--- src/rtl/bin2bcd_seq.sv ---
// Iterative binary-to-BCD converter (double dabble), one input bit per clock.
// Latency: done pulses BIN_W clocks after the accepting edge; one result per BIN_W+1 clocks back-to-back.
// Backpressure: start is ignored while busy=1 (no queueing); start during the done cycle is accepted.
//
// Ports:
//   clk, rst_n     clock, asynchronous active-low reset
//   start, bin     conversion request and unsigned operand, sampled only when busy=0
//   busy           conversion in progress
//   done           one-cycle pulse when bcd/overflow update
//   bcd            packed BCD result, digit 0 (units) in bits [3:0]
//   overflow       last result exceeded 10^DIGITS-1
module bin2bcd_seq #(
  parameter int BIN_W  = 14,
  parameter int DIGITS = 4,
  parameter int SAT    = 0
) (
  input  logic                clk,
  input  logic                rst_n,
  input  logic                start,
  input  logic [BIN_W-1:0]    bin,
  output logic                busy,
  output logic                done,
  output logic [4*DIGITS-1:0] bcd,
  output logic                overflow
);

  localparam int BCD_W = 4 * DIGITS;
  localparam int CNT_W = $clog2(BIN_W + 1);
  localparam logic [CNT_W-1:0] LAST = CNT_W'(BIN_W - 1);

  typedef enum logic {IDLE, SHIFT} state_t;

  state_t            state;
  logic [BIN_W-1:0]  shreg;
  logic [BCD_W-1:0]  scratch;
  logic              sticky;
  logic [CNT_W-1:0]  cnt;

  logic [BCD_W-1:0]  adj;
  logic [BCD_W-1:0]  scratch_nxt;
  logic [BIN_W-1:0]  shreg_nxt;
  logic              sticky_nxt;

  // One double-dabble iteration: per-digit add-3 correction, then shift the
  // combined {scratch, shreg} left so the binary MSB enters digit 0. Digits
  // never carry into each other; the bit falling off the top digit can only
  // be set when the value no longer fits in DIGITS digits.
  always_comb begin
    adj = '0;
    for (int i = 0; i < DIGITS; i++) begin
      adj[4*i +: 4] = (scratch[4*i +: 4] >= 4'd5) ? scratch[4*i +: 4] + 4'd3
                                                   : scratch[4*i +: 4];
    end
    {scratch_nxt, shreg_nxt} = {adj, shreg} << 1;
    sticky_nxt = sticky | adj[BCD_W-1];
  end

  always_ff @(posedge clk or negedge rst_n) begin
    if (!rst_n) begin
      state    <= IDLE;
      shreg    <= '0;
      scratch  <= '0;
      sticky   <= 1'b0;
      cnt      <= '0;
      busy     <= 1'b0;
      done     <= 1'b0;
      bcd      <= '0;
      overflow <= 1'b0;
    end else begin
      done <= 1'b0;
      case (state)
        IDLE: begin
          if (start) begin
            shreg   <= bin;
            scratch <= '0;
            sticky  <= 1'b0;
            cnt     <= '0;
            busy    <= 1'b1;
            state   <= SHIFT;
          end
        end
        SHIFT: begin
          shreg   <= shreg_nxt;
          scratch <= scratch_nxt;
          sticky  <= sticky_nxt;
          cnt     <= cnt + CNT_W'(1);
          if (cnt == LAST) begin
            if (SAT != 0 && sticky_nxt) begin
              bcd <= {DIGITS{4'h9}};
            end else begin
              bcd <= scratch_nxt;
            end
            overflow <= sticky_nxt;
            done     <= 1'b1;
            busy     <= 1'b0;
            state    <= IDLE;
          end
        end
        default: state <= IDLE;
      endcase
    end
  end

endmodule

--- config.mk ---
export PLATFORM = sky130hd
export DESIGN_NAME = bin2bcd_seq
export DESIGN_NICKNAME = d
export VERILOG_FILES = /design/src/rtl/bin2bcd_seq.sv
export SDC_FILE = /design/constraint.sdc
export NUM_CORES = 1
export LEC_CHECK = 0
export CORE_UTILIZATION = 48
export CTS_BUF_LIST = sky130_fd_sc_hd__clkbuf_8
export CTS_CLUSTER_DIAMETER = 40
export DETAILED_ROUTE_END_ITERATION = 7
export HOLD_SLACK_MARGIN = 0.12
export PLACE_DENSITY_LB_ADDON = 0.1
export SLEW_MARGIN = 5
export SYNTH_ARGS = -nofsm -noshare
export SYNTH_HDL_FRONTEND = slang
export SYNTH_SLANG_ARGS = --single-unit
--- constraint.sdc ---
create_clock -name clk -period 3.2 [get_ports clk]
set_input_delay 0.48 -clock clk [delete_from_list [all_inputs] [get_ports clk]]
set_output_delay 0.48 -clock clk [all_outputs]
set_load 0.01 [all_outputs]
==> impl_metrics.ini <==
[die]
die-area_um2 = 5750
floorplan.initialDensity_pct = 50.6
core_area_um2 = 5170
die_h_um = 75.8
die_w_um = 75.8
num_rows = 26
io_pins = 36

[clocking]
cts_num_sinks = 55
numCtsBuffers = 5
clk_pin_slew_ps = 90
cts_max_level = 2
clockRootBuffer = clkbuf_8
cts_tree = yes
clockBufferDepth = 2
insertion_delay_ps = 300

[cells_and_area]
drive_gt1_share_pct = 9.35
fin_nets = 304
antennaDiodeCount = 0
area_growth_syn_to_layout_pct = 18.4

[yosys]
synth_most_common_cell = dfrtp_1
ys.flop_type = dfrtp_1
syn_nets = 269
synth_seq_area_share_pct = 52.6
synth_top_area_share_pct = 52.6
netlist_instances = 242
synth_edf_count = 0
synth_commonest_cells = dfrtp_1 (55), nand2_1 (34), o21ai_0 (26)
post_synth_instance_area_um2 = 2620
ys_ff_latch = 55
yosysTopAreaCell = dfrtp_1
synth_cell_type_count = 31
avgSynthCellArea_um2 = 10.8
yosys_warnings = 0
synth_area_leaders = dfrtp_1 (53%), mux2i_1 (6.9%), o21ai_0 (5.0%)
synthArstFlopShare_pct = 100

[sta]
finalCritPeriodShare_pct = 56.9
setup_ws_ps = 1380
final.setup.tns_ps = 0
period_minus_slack_ps = 1820
worst_slew_margin_rel_pct = 54.7
slew_viol_final = 0
setup_viol_count_final = 0
hold_viol_final = 0
grt_setup_unrepaired = no
tightestPinTransition_ps = 678
finalClockSkew_ps = 5.97
clock.fmax_ghz = 0.549

[critical_path]
max_stage_delay_ps = 810
r2r-end = bcd[2]$_DFFE_PN0P_
cp-end-kind = register
cp-startpoint = start
path_class = in -> reg
start_kind = primary input
crit_path_cell_trace = clkdlybuf4s50_1 -> buf_4 -> inv_1 -> and3_1 -> a21o_1
crit_fanout = 11
cp-endpoint = scratch[10]$_DFFE_PN0P_
cpMaxStageDelayCell = clkdlybuf4s50_1
r2r_slack_ps = 1520
r2r_cells = 3
r2r-start = state$_DFF_PN0_
required_ps = 3400
worstPathArrival_ps = 2020

[drt]
drt-total-wl_mm = 4.67
wl_per_cell_um = 13.4
vias_per_cell = 5.17
vias = 1798
drcViolationCount = 0
drt_first_pass_iters = 4
drt-initial-drc-count = 75
ant_nets = 0

[pwr]
p_leak_uw = 0.00142
power_density_nw_per_um2 = 946
peakVddDrop_mv = 0.431

[min_path]
min_delay_path_depth = 2
hold_path.class = reg -> reg

[place]
portBuffers = 35
dp_worst_setup_slack_ps = 1030
place.gp.congestion = 0.729
dp_hpwl_mm = 3.18

[grt]
grt_use_total_pct = 18.5
antenna_found_initial = 0
grt_pass1_vias = 1645
grt_max_degree = 43
gr-total-overflow = 0
grt_pass1_wl_mm = 7.80

[run]
max_cap_violations = 0

[outcome]
outcome = finished clean
## logic make-up after synthesis
kind of cell | after synthesis | share of synthesized area, %
multiplexers | 26 | 10.9
AO/OA/AOI/OAI | 59 | 13.3
XOR/XNOR | 6 | 2.01
adder cells (fa/ha/maj) | 10 | 4.78
flip-flops | 55 | 52.6
buffers and inverters | 24 | 4.69
AND/OR/NAND/NOR | 62 | 11.7
## worst min-delay path by stage
stage | startpoint | endpoint | slack (ps)
6_report | bcd[12]$_DFFE_PN0P_ | bcd[12]$_DFFE_PN0P_ | 480
5_1_grt | bcd[12]$_DFFE_PN0P_ | bcd[12]$_DFFE_PN0P_ | 510
4_1_cts | shreg[0]$_DFFE_PN0P_ | shreg[1]$_DFFE_PN0P_ | 490
3_5_place_dp | rst_n | done$_DFF_PN0_ | 390
3_3_place_gp | rst_n | done$_DFF_PN0_ | 390
2_1_floorplan | rst_n | bcd[0]$_DFFE_PN0P_ | 180
## per-stage QoR
stage	hold WS (ps)	util, %	cells	area (um2)	total power [uW]
after floorplan	184	-	242	2620	2160
after global placement	391	58.1	339	3010	2570
after detailed placement	393	58.1	339	3010	2600
after CTS	487	59.9	348	3100	2970
after global routing	514	59.9	348	3100	3180
final	481	59.9	348	3100	2930
## registers in the layout (all words and copies together), names as in the netlist
register,cells
sticky,1
busy,1
state,1
bcd,16
cnt,4
shreg,14
done,1
scratch,16
overflow,1
## layout by cell type, fill, tap and decap left out, drive strengths merged, types with 2 or more instances in the layout
master,count
nand3,2
nor3,4
nor2,6
nor3b,8
nand2,34
clkinv,2
mux2,8
clkbuf,5
a21o,7
ha,10
nand2b,4
dfrtp,55
xnor2,5
o22ai,9
clkdlybuf4s50,34
buf,5
a21oi,14
mux2i,18
inv,13
and3,3
o21ai,26
## metal layers
layer  GRT usage (%)  part of all wire (%)
met2            29.7                    46
met3            4.37                   3.4
met4            5.56                   1.2
met1            24.8                    50
met5               0                     0
## timing repair
action / 4_1_cts / 5_1_grt
endpoints found under the setup margin: 0 / 0
hold endpoints to repair: 13 / 0
setup buffers: 0 / 0
hold buffers: 1 / 0
gates resized for setup: 0 / 0
## critical path, delay by kind of cell
kind / cells / cell delay [ps]
buffers and inverters: 3 / 1210
and+or+nand+nor: 1 / 190
AOI/OAI and AO/OA: 1 / 150
## where the power goes
group / switching (uW) / internal (uW) / total, uW
registers: 247 / 1000 / 1250
clock network: 216 / 148 / 364
logic: 621 / 697 / 1320
## area by class of cell
| type | instances | area, um2 |
|---|---|---|
| Fill cell | 460 | 2070 |
| Multi-Input combinational cell | 163 | 1120 |
| Timing Repair Buffer | 40 | 385 |
| Clock inverter | 3 | 12.5 |
| Sequential cell | 55 | 1380 |
| Clock buffer | 5 | 68.8 |
| Inverter | 12 | 50.0 |
| Tap cell | 70 | 87.6 |
Power figures use the tool's default switching activity.
